==> src/rtl/noc_pkg.sv <==
// Shared NoC types: packet width, digit width, port count and encoder state encoding.
// Also used by the routing table and the display decoder.
package noc_pkg;

  localparam int PACKET_W  = 24;
  localparam int DIGIT_W   = 4;
  localparam int NUM_PORTS = 6;

  typedef logic [PACKET_W-1:0] packet_t;

  typedef enum logic [1:0] {
    IDLE    = 2'd0,
    COLLECT = 2'd1,
    SEND    = 2'd2
  } enc_state_t;

endpackage

==> src/rtl/packet_digit_encoder_if.sv <==
// Packet channel from the digit encoder to the routing table.
// The encoder holds data/dest stable while valid is high, until valid & ready.
interface packet_digit_encoder_if #(
  parameter int DATA_W = noc_pkg::PACKET_W
);

  logic [DATA_W-1:0] pkt_data;
  logic [2:0]        pkt_dest;
  logic              pkt_valid;
  logic              pkt_ready;

  modport master (
    output pkt_data,
    output pkt_dest,
    output pkt_valid,
    input  pkt_ready
  );

  modport slave (
    input  pkt_data,
    input  pkt_dest,
    input  pkt_valid,
    output pkt_ready
  );

endinterface

==> src/rtl/digit_shift_buffer.sv <==
// Nibble shift register with a saturating digit count; a new digit enters at [3:0].
// One-cycle update; shifts are dropped once full, and flush/clear take priority.
module digit_shift_buffer
  import noc_pkg::*;
#(
  parameter int DIGITS = 6,
  parameter int W      = DIGIT_W * DIGITS,
  parameter int CNT_W  = $clog2(DIGITS + 1)
) (
  input  logic               clock,
  input  logic               clear,
  input  logic               shift_en,
  input  logic               flush,
  input  logic [DIGIT_W-1:0] digit_in,
  output logic [W-1:0]       data,
  output logic [CNT_W-1:0]   count,
  output logic               full
);

  assign full = (count == CNT_W'(DIGITS));

  always_ff @(posedge clock) begin
    if (clear || flush) begin
      data  <= '0;
      count <= '0;
    end else if (shift_en && !full) begin
      data  <= {data[W-DIGIT_W-1:0], digit_in};
      count <= count + CNT_W'(1);
    end
  end

endmodule

==> src/rtl/packet_digit_encoder.sv <==
// Assembles hex digits into a packet and offers it to the routing table; packet valid one cycle after send.
// Holds the packet until pkt_ready; digits and sends are ignored while a packet is pending.
module packet_digit_encoder
  import noc_pkg::*;
#(
  parameter int NUM_PORTS = noc_pkg::NUM_PORTS,
  parameter int DIGITS    = 6
) (
  input  logic                   clock,
  input  logic                   clear,
  input  logic [DIGIT_W-1:0]     digit_in,
  input  logic                   digit_valid,
  input  logic                   send,
  input  logic [2:0]             target,
  packet_digit_encoder_if.master pkt,
  output logic [2:0]             digit_count,
  output logic                   busy,
  output logic                   err_target,
  output logic [7:0]             sent_count
);

  localparam int W     = DIGIT_W * DIGITS;
  localparam int CNT_W = $clog2(DIGITS + 1);

  enc_state_t       state_q, state_d;
  logic [W-1:0]     buf_data, buf_next;
  logic [CNT_W-1:0] buf_count;
  logic             buf_full;
  logic             shift_en, flush;
  logic             send_ok, send_bad, handshake, target_ok;
  logic [W-1:0]     pkt_data_q;
  logic [2:0]       pkt_dest_q;

  digit_shift_buffer #(
    .DIGITS (DIGITS)
  ) u_buf (
    .clock    (clock),
    .clear    (clear),
    .shift_en (shift_en),
    .flush    (flush),
    .digit_in (digit_in),
    .data     (buf_data),
    .count    (buf_count),
    .full     (buf_full)
  );

  assign target_ok = ({29'd0, target} < NUM_PORTS);

  always_comb begin
    state_d   = state_q;
    shift_en  = 1'b0;
    send_ok   = 1'b0;
    send_bad  = 1'b0;
    handshake = 1'b0;
    case (state_q)
      IDLE, COLLECT: begin
        shift_en = digit_valid && !buf_full;
        if (digit_valid) state_d = COLLECT;
        // A digit arriving with send makes the buffer non-empty, so the send is honoured.
        if (send && (state_q == COLLECT || digit_valid)) begin
          if (target_ok) begin
            send_ok = 1'b1;
            state_d = SEND;
          end else begin
            send_bad = 1'b1;
            state_d  = IDLE;
          end
        end
      end
      SEND: begin
        handshake = pkt.pkt_ready;
        if (handshake) state_d = IDLE;
      end
      default: state_d = IDLE;
    endcase
  end

  assign flush    = send_bad || handshake;
  assign buf_next = shift_en ? {buf_data[W-DIGIT_W-1:0], digit_in} : buf_data;

  always_ff @(posedge clock) begin
    if (clear) begin
      state_q    <= IDLE;
      pkt_data_q <= '0;
      pkt_dest_q <= '0;
      err_target <= 1'b0;
      sent_count <= '0;
    end else begin
      state_q <= state_d;
      if (send_ok) begin
        pkt_data_q <= buf_next;
        pkt_dest_q <= target;
        err_target <= 1'b0;
      end else if (send_bad) begin
        err_target <= 1'b1;
      end
      if (handshake) begin
        pkt_data_q <= '0;
        pkt_dest_q <= '0;
        sent_count <= sent_count + 8'd1;
      end
    end
  end

  assign pkt.pkt_data  = pkt_data_q;
  assign pkt.pkt_dest  = pkt_dest_q;
  assign pkt.pkt_valid = (state_q == SEND);
  assign busy          = (state_q == SEND);
  assign digit_count   = 3'(buf_count);

endmodule

==> src/flat_wrapper.sv <==
// flat-port wrapper written by rule: the top's interface ports become plain ports
module packet_digit_encoder_flat import noc_pkg::*;
#(
  parameter int NUM_PORTS = noc_pkg::NUM_PORTS,
  parameter int DIGITS    = 6
)
  (clock, clear, digit_in, digit_valid, send, target, digit_count, busy, err_target, sent_count, pkt_pkt_data, pkt_pkt_dest, pkt_pkt_valid, pkt_pkt_ready);
  packet_digit_encoder_if pkt_i ();
  input  logic clock;
  input  logic clear;
  input  logic [DIGIT_W-1:0] digit_in;
  input  logic digit_valid;
  input  logic send;
  input  logic [2:0] target;
  output logic [2:0] digit_count;
  output logic busy;
  output logic err_target;
  output logic [7:0] sent_count;
  output wire logic [$bits(pkt_i.pkt_data)-1:0] pkt_pkt_data;
  output wire logic [$bits(pkt_i.pkt_dest)-1:0] pkt_pkt_dest;
  output wire logic [$bits(pkt_i.pkt_valid)-1:0] pkt_pkt_valid;
  input wire logic [$bits(pkt_i.pkt_ready)-1:0] pkt_pkt_ready;
  assign pkt_pkt_data = pkt_i.pkt_data;
  assign pkt_pkt_dest = pkt_i.pkt_dest;
  assign pkt_pkt_valid = pkt_i.pkt_valid;
  assign pkt_i.pkt_ready = pkt_pkt_ready;
  packet_digit_encoder #(.NUM_PORTS(NUM_PORTS), .DIGITS(DIGITS)) u_core (.clock(clock), .clear(clear), .digit_in(digit_in), .digit_valid(digit_valid), .send(send), .target(target), .pkt(pkt_i), .digit_count(digit_count), .busy(busy), .err_target(err_target), .sent_count(sent_count));
endmodule
==> config.mk <==
export PLATFORM = sky130hd
export DESIGN_NAME = packet_digit_encoder_flat
export DESIGN_NICKNAME = d
export VERILOG_FILES = /design/src/rtl/noc_pkg.sv /design/src/rtl/packet_digit_encoder_if.sv /design/src/rtl/digit_shift_buffer.sv /design/src/rtl/packet_digit_encoder.sv /design/src/flat_wrapper.sv
export SDC_FILE = /design/constraint.sdc
export NUM_CORES = 1
export LEC_CHECK = 0
export BUFFER_PORTS_ARGS = -buffer_cell sky130_fd_sc_hd__buf_2
export CAP_MARGIN = 20
export CORE_UTILIZATION = 30
export CTS_CLUSTER_SIZE = 12
export DETAILED_ROUTE_END_ITERATION = 6
export HOLD_SLACK_MARGIN = 0.12
export PLACE_DENSITY = 0.55
export SETUP_SLACK_MARGIN = 0.4
export SKIP_CTS_REPAIR_TIMING = 1
export SLEW_MARGIN = 15
export SYNTH_ARGS = -nofsm -noshare
export SYNTH_HDL_FRONTEND = slang
export SYNTH_SLANG_ARGS = --single-unit
==> constraint.sdc <==
create_clock -name clock -period 3.95 [get_ports clock]
set_input_delay 0.9875 -clock clock [delete_from_list [all_inputs] [get_ports clock]]
set_output_delay 0.9875 -clock clock [all_outputs]
set_load 0.05 [all_outputs]
==> Word level (Yosys, flattened, before mapping) <==
Cells that the tools add are included.
{ "classes": {"n_addsub": 2, "n_lt_le_gt_ge": 1, "eq_ne": 5, "n_mux": 14, "reduce_logical": 12} }
{ "ops": {"columns": ["op", "n"], "rows": [
  ["24-bit 2-to-1 mux", 1],
  ["8-bit by 1-bit adder with 8-bit output, second input constant", 1],
  ["1-bit 2-to-1 mux", 8],
  ["2-bit 2-to-1 mux", 4],
  ["2-bit OR reduction", 3],
  ["2-bit one-hot mux with 2 select lines", 1],
  ["3-bit by 1-bit adder with 3-bit output, second input constant", 1],
  ["3-bit == test, second input constant", 1],
  ["1-bit logical AND", 3],
  ["1-bit logical OR", 3],
  ["3-bit < comparator, second input constant", 1],
  ["3-bit by 2-bit inequality test with 1-bit output, second input constant", 1],
  ["2-bit by 1-bit == test with 1-bit output, second input constant", 1],
  ["2-bit == test, second input constant", 1],
  ["2-bit logical NOT", 1],
  ["2-bit by 1-bit inequality test with 1-bit output, second input constant", 1],
  ["2-bit AND reduction", 1],
  ["1-bit logical NOT", 1]
]} }
{ "totals": {"regBits": 65, "input_bits": 12, "output_inout_bits": 41} }

==> Logic depth before layout (Yosys ltp) <==
Gate-level depths: netlist (run 1).
{ "depth": {"word_depth": 7, "depth_mapped": 7, "ltp_nobuf": 5} }

==> Cells and area by module <==
Synthesis (run 1) repeated with hierarchy kept, for this count alone.
{ "hier_totals": {"hier_cells": 289, "hier_area_um2": 3154.3} }
{ "modules_own_cells": {"columns": ["module", "n_inst", "cells_each", "area_per_inst_um2"], "rows": [
  ["packet_digit_encoder", 1, 186, 1949.4],
  ["digit_shift_buffer", 1, 103, 1204.9]
]} }

==> Worst setup path after synthesis (run 1) <==
No wires, ideal clock.
{ "synth_timing": {"kind": "reg-to-output", "startpoint": "register u_core.state_q[1]", "endpoint": "output pkt_pkt_valid", "t_arrival_ns": 1.492, "required_ns": 2.963, "path_slack_ns": 1.470, "stages_incl_launch_ff": 3, "n_path_buf": 1, "cell_sequence": "dfxtp_1 -> nor2b_1 -> buf_4"} }
{ "synth_via": {"elab_chain_cells": 1} }
{ "synth_lines": {"columns": ["element", "line_no", "rtl"], "rows": [
  ["start, declared", "packet_digit_encoder.sv:25", "enc_state_t state_q, state_d;"],
  ["start signal, assigned", "packet_digit_encoder.sv:89", "state_q <= state_d;"],
  ["2-bit == test", null, null],
  ["end, declared", "flat_wrapper.sv:21", "output wire logic [$bits(pkt_i.pkt_valid)-1:0] pkt_pkt_valid;"]
]} }
Every way passes these cells.

==> Worst setup path in the final report (run 1) <==
{ "layout_timing": {"startpoint": "register u_core.state_q[1]", "endpoint": "output pkt_pkt_valid"} }
{ "layout_via": {"elab_chain_cells": 1} }
{ "layout_lines": {"columns": ["element", "line_no", "rtl"], "rows": [
  ["2-bit == test", "packet_digit_encoder.sv:107", "assign pkt.pkt_valid = (state_q == SEND);"]
]} }
Every way passes these cells.

==> results of run 1 <==
[sequential cells by signal, indices dropped and copies added (netlist names)]
| name | flops |
|---|---|
| u_core.err_target | 1 |
| u_core.pkt.pkt_data | 24 |
| u_core.pkt.pkt_dest | 3 |
| u_core.sent_count | 8 |
| u_core.state_q | 2 |
| u_core.u_buf.count | 3 |
| u_core.u_buf.data | 24 |
[cells in the mapped netlist]
master     instances  area (µm²)
a2111oi_1          1        10.0
a211oi_1           1        7.51
a211oi_2           2        25.0
a21oi_1           25         125
and3_1             2        12.5
and3b_1            1        8.76
and4_1             1        8.76
buf_2              4        20.0
buf_4              3        22.5
buf_6              6        67.6
buf_8              2        30.0
clkbuf_1           1        3.75
dfxtp_1           65        1300
ha_1               3        37.5
inv_1              5        18.8
mux2i_1           26         260
nand2_1            2        7.51
nand2_2            1        6.26
nand3_1            1        5.00
nand4_1            4        25.0
nor2_1            38         143
nor2_8             1        20.0
nor2b_1            1        6.26
nor3_1             1        5.00
nor3b_1            1        7.51
o21ai_1           24         120
o21ai_4            1        16.3
o21ba_1            1        10.0
o221a_2            2        22.5
xnor2_1            3        26.3
xor2_1             6        52.6
[critical path, cell delays in order (launching register included)]
cell and delay, ns:
dfxtp_1 0.41, nor2b_1 0.25, buf_2 0.31
[cell usage in the layout (no fill, tap or decap), drive strengths merged, types with 3 or more instances in the layout]
| master | count |
|---|---|
| mux2i | 26 |
| clkbuf | 12 |
| buf | 53 |
| inv | 5 |
| nor2 | 39 |
| nand2 | 3 |
| xnor2 | 3 |
| a211oi | 3 |
| nand4 | 4 |
| o21ai | 25 |
| ha | 3 |
| a21oi | 25 |
| xor2 | 6 |
| dfxtp | 65 |
[through the flow]
stage / cells / hold slack (ns) / area [µm²] / total power, mW
after floorplan: 235 / 0.456 / 2430 / 0.890
after global placement: 374 / 0.472 / 2690 / 0.923
after detailed placement: 374 / 0.479 / 2690 / 0.925
after CTS: 389 / 0.487 / 2890 / 1.48
after global routing: 389 / 0.509 / 2890 / 1.53
final: 389 / 0.482 / 2890 / 1.46
[metal layers]
| metal | share of wire [%] | vias to the layer above | track usage [%] |
|---|---|---|---|
| met1 | 54 | 758 | 16.4 |
| met2 | 41 | 35 | 16.5 |
| met3 | 3.2 | 8 | 2.65 |
| met4 | 1.8 | 0 | 7.03 |
| met5 | 0 | - | 0 |
| li1 | - | 915 | - |
[worst paths after layout]
| kind | from | to | cells after the start |
|---|---|---|---|
| setup reg to reg | u_core.u_buf.count[0]$_SDFFE_PP0P_ | u_core.pkt.pkt_data[7]$_SDFFE_PP0P_ | 6 |
| hold / removal | u_core.err_target$_SDFFE_PP0P_ | u_core.err_target$_SDFFE_PP0P_ | 2 |
| hold reg to reg | u_core.err_target$_SDFFE_PP0P_ | u_core.err_target$_SDFFE_PP0P_ | 2 |
| setup / recovery | u_core.state_q[1]$_SDFFE_PP0P_ | pkt_pkt_valid | 2 |
[cell families after synthesis]
group | share of synthesized area (%)
AO/OA/AOI/OAI | 13.8
XOR/XNOR | 3.24
adder cells (fa/ha/maj) | 1.54
buffers and inverters | 6.69
flip-flops | 53.5
multiplexers | 10.7
AND/OR/NAND/NOR | 10.5
[power by group through the flow]
stage          registers [mW]  clock network, mW  logic, mW
2_1_floorplan           0.794                  0     0.0968
3_3_place_gp            0.717                  0      0.207
3_5_place_dp            0.716                  0      0.209
4_1_cts                 0.702              0.571      0.210
5_1_grt                 0.705              0.598      0.223
6_report                0.701              0.554      0.207
[area by class of cell]
class	instances	area, µm²
inverter	5	18.8
clock buffer	12	155
fill	817	4880
tap	102	128
clock inverter	3	40.0
sequential	65	1300
multi-input combinational	149	977
timing repair buffer	53	268
==> results.ini, run 1 <==
[cells_and_area]
diodes=0
nets=298
post-route-util_pct=37.2
drive_above_1_share_pct=26.1
synthToLayoutAreaGrowth_pct=18.7

[power]
leakage_nw=1.29
sequentialPowerShare_pct=47.9
power.density_nw_per_um2=507
clockPowerShare_pct=37.9
ir_worst_vdd_mv=0.203
comb_power_share_pct=14.2
internal-power_mw=1.06
power_switching_uw=403
swShare_pct=27.6

[synth]
netlist_instances=235
synth_cell_types=31
synth_area_um2=2430
synth_seq_area_share_pct=53.5
synth_seq_cells=65
synth_area_per_cell_um2=10.4
syn_nets=250
ys.warnings.count=0

[sta]
min_period_ns=2.29
rsz0062_at_grt=false
tns_ns=0
worst_slack_ns=1.66
max_freq_mhz=437
slew_viol_final=0
min_period_over_period_pct=57.9
clock_skew_ns=0.00714
setup_viol=0
worst_pin_slew_ns=0.881
hold_viol_final=0
slew_headroom_pct=41.3

[worst_hold_path]
worstHoldPathType=flop to flop

[worst_setup_path]
start_kind=flop
arrival_ns=1.30
crit_required_ns=2.96
r2r_slack_ns=2.00
setup.worst_path.end_class=primary output
cp_max_fo=5
critical_path_class=flop to primary output

[flow_run]
maxCapViolations=0

[route]
firstDrtPassIters=4
drtIter0Drc=71
wl_per_cell_um=12.0
drcViolationCount=0
wl_mm=4.67
vias=1716
ant_nets=0
vias_per_cell=4.41

[clocking]
cts_buffers=9
ctsRootBufferMaster=clkbuf_8
cts.sinks=65
cts_tree=built
clkSlewWorstSetupHoldPaths_ns=0.06
ctsHtreeMaxLevel=3
insertion_delay_ns=0.33
clk_path_buf_depth=2

[floorplan]
core-area_um2=7770
die_area_um2=8470
die_w_um=92.0
fp.dieH_um=92.0
ioPinCount=53
fp-row-count=32
initial_core_util_pct=31.3

[global_routing]
grt_max_degree=52
grt_pass1_wl_mm=7.70
grt_usage_pct=11.8
grt_pass1_vias=1646
antenna_found_initial=0
grt_overflow=0

[status]
outcome=finished, final reports clean

[placement]
dp_slack_ns=1.46
dpl.hpwl_mm=3.12
globalplace.congestion=0.737
io_buffer_count=52

Power figures use the tool's default switching activity.
==> inputs of run 2 (changes only) <==
ABC_AREA = 1   (was default)
PLACE_DENSITY = 0.56   (was 0.55)
clock period = 2.1 ns   (was 3.95 ns; I/O delays follow)
==> results.ini, run 2 <==
[status]
outcome=finished, final reports clean

[global_routing]
grt_pass1_wl_mm=10.4  ; +35%
antenna_found_initial=0  ; unchanged
grt_usage_pct=13.4  ; +1.6 points
grt_pass1_vias=2272  ; +38%
grt_max_degree=28  ; -46%
grt_overflow=0  ; unchanged

[synth]
yosysMostFrequentCell=nand2_1
ys.warnings.count=0  ; unchanged
synth_largest_area_cell=dfxtp_1
async_flop_share_pct=0  ; unchanged
syn_nets=401  ; +60%
yosys.area_share.xor_xnor_pct=0.608  ; -2.6 points
synth_area_leaders=dfxtp_1 (45%), nand2_1 (12%), inv_1 (8.1%)
synth_seq_area_share_pct=45.1  ; -8.4 points
synth.area.mux_share_pct=0  ; -11 points
synth_common_cells=nand2_1 (91), dfxtp_1 (65), inv_1 (62)
synth_cell_types=30  ; -3.2%
synth_area_per_cell_um2=7.47  ; -28%
synth-simple-area-share_pct=26.4  ; +16 points
synthFlopType=dfxtp_1
synth-compound-area-share_pct=14.5  ; +0.66 points
yosysTopAreaCellShare_pct=45.1  ; -8.4 points
netlist_instances=386  ; +64%
synth_top_family_by_area=simple AND/OR/NAND/NOR gates
synth_edf_count=0  ; unchanged
synth_area_um2=2880  ; +19%
synth-adder-area-share_pct=1.30  ; -0.24 points
synth_seq_cells=65  ; unchanged

[power]
clockPowerShare_pct=34.3  ; -3.6 points
sequentialPowerShare_pct=47.4  ; -0.5 points
finalPower_mw=2.79  ; +91%
comb_power_share_pct=18.3  ; +4.1 points
power.density_nw_per_um2=792  ; +56%
leakage_nw=1.71  ; +33%
internal-power_mw=1.92  ; +81%
swShare_pct=31.4  ; +3.9 points
ir_worst_vdd_mv=0.265  ; +30%
power_switching_uw=877  ; +120%

[route]
wl_per_cell_um=11.3  ; -6.0%
drcViolationCount=0  ; unchanged
vias_per_cell=4.28  ; -2.9%
wl_mm=6.52  ; +40%
ant_nets=0  ; unchanged
firstDrtPassIters=4  ; unchanged
vias=2475  ; +44%
drtIter0Drc=88  ; +24%

[worst_setup_path]
critPathTopFamily=flip-flops
critical_path_class=flop to primary output
slowest_stage=dfxtp_4
crit_required_ns=1.57  ; -1.39 ns
crit_path_start=u_core.state_q[1]$_SDFFE_PP0P_
start_kind=flop
arrival_ns=1.14  ; -0.16 ns
cp_max_fo=5  ; unchanged
slowest_delay_ns=0.39  ; -0.02 ns
r2r_start=u_core.u_buf.count[0]$_SDFFE_PP0P_
crit_chain=inv_8 > nor2_4 > buf_6
setup.worst_path.end_class=primary output
crit_buf_inv=2  ; +1

[cells_and_area]
seq_area_um2=1310  ; +0.48%
synthToLayoutAreaGrowth_pct=22.4
multi_input_area_um2=1280  ; +31%
drive_above_1_share_pct=25.6  ; -0.52 points
fill_cells=1050  ; +29%
nets=459  ; +54%
final_common_cell=nand2_1
layout_common_cells=nand2_1 (91), inv_1 (62), dfxtp_1 (62), buf_2 (50)
diodes=0  ; unchanged

[placement]
io_buffer_count=52  ; unchanged
dpl.hpwl_mm=4.21  ; +35%
globalplace.congestion=0.717  ; -2.7%

[clocking]
clk_path_buf_depth=2  ; unchanged
cts.sinks=65  ; unchanged
insertion_delay_ns=0.34  ; about the same
ctsHtreeMaxLevel=3  ; unchanged
cts_tree=built
clkSlewWorstSetupHoldPaths_ns=0.07  ; about the same
ctsRootBufferMaster=clkbuf_8
cts_buffers=9  ; unchanged

[floorplan]
ioPinCount=53  ; unchanged
fp.dieH_um=100  ; +8.7%
core-area_um2=9280  ; +20%
initial_core_util_pct=31.1  ; -0.26 points
die_area_um2=10000  ; +18%
fp-row-count=35  ; +9.4%
die_w_um=100  ; +8.7%

[sta]
slew_headroom_pct=60.7  ; +19 points
worst_pin_slew_ns=0.588  ; -0.293 ns
min_period_ns=1.67
hold-worst-slack_ns=0.410  ; -0.0726 ns
setup_viol=0  ; unchanged
max_freq_mhz=599
rsz0062_at_grt=true
slew_viol_final=0  ; unchanged
clock_skew_ns=0.00584  ; -0.00130 ns
min_period_over_period_pct=79.5
tns_ns=0  ; unchanged
hold_viol_final=0  ; unchanged

[worst_hold_path]
hp-start=target[0]
worstHoldPathType=primary input to flop

[flow_run]
maxCapViolations=0  ; unchanged

==> run 2: changes by cell type after synthesis, sizes merged, moves of 4 or more <==
cell | previous run | this run
nand2 | 3 | 94
inv | 5 | 65
nand3 | 1 | 35
mux2i | 26 | 0
a21oi | 25 | 36
xor2 | 6 | 2
==> run 2: cells by family after synthesis <==
logic type	Yosys count
AOI/OAI and AO/OA	66
xor gates and xnor gates	2
adders and majority gates	3
DFF	65
and+or+nand+nor	169
buffers and inverters	81
==> run 2: worst register-to-register path: cells and delay by family (launching register included) <==
kind	cells	cell delay [ns]
buffers and inverters	1	0.07
AOI/OAI and AO/OA	1	0.17
DFF	1	0.36
adders and majority gates	1	0.20
and+or+nand+nor	5	0.69
==> run 2: final cells by class <==
class                           instances  area share (%)
Sequential cell                        65            37.1
Clock buffer                           13            4.51
Clock inverter                          3           0.426
Timing Repair Buffer                   61            10.1
Inverter                               65            7.13
Tap cell                              129            4.58
Multi-Input combinational cell        242            36.2
==> run 2: final timing paths <==
kind / to / slack, ns / cells past startpoint
worst max-delay path: pkt_pkt_valid / 0.43 / 3
worst min-delay path: u_core.pkt.pkt_dest[0]$_SDFFE_PP0P_ / 0.41 / 3
worst max register to register: u_core.pkt.pkt_data[4]$_SDFFE_PP0P_ / 0.51 / 8
worst min register to register: u_core.pkt.pkt_dest[2]$_SDFFE_PP0P_ / 0.45 / 2
==> run 2: power groups by stage <==
stage	Sequential [mW]	Combinational (mW)	Clock [mW]
2_1_floorplan	1.51	0.231	0
3_3_place_gp	1.35	0.488	0
3_5_place_dp	1.35	0.492	0
4_1_cts	1.32	0.494	0.984
6_report	1.32	0.512	0.958
5_1_grt	1.33	0.563	1.04
==> run 2: per-stage QoR <==
step	utilization (%)	instance area, µm²	std cells	worst slack [ns]
global placement	35.2	3260	556	0.183
floorplan	-	2890	386	0.424
detailed placement	35.2	3260	556	0.116
CTS	37.0	3440	572	0.196
global route	38.0	3530	578	0.357
finish	38.0	3530	578	0.431
==> run 2: per-layer routing <==
| layer | global-route usage [%] | wire length (µm) |
|---|---|---|
| met3 | 2.92 | 356 |
| met2 | 21.5 | 3000 |
| met5 | 0 | 0 |
| met1 | 16.8 | 3040 |
| met4 | 7.02 | 133 |
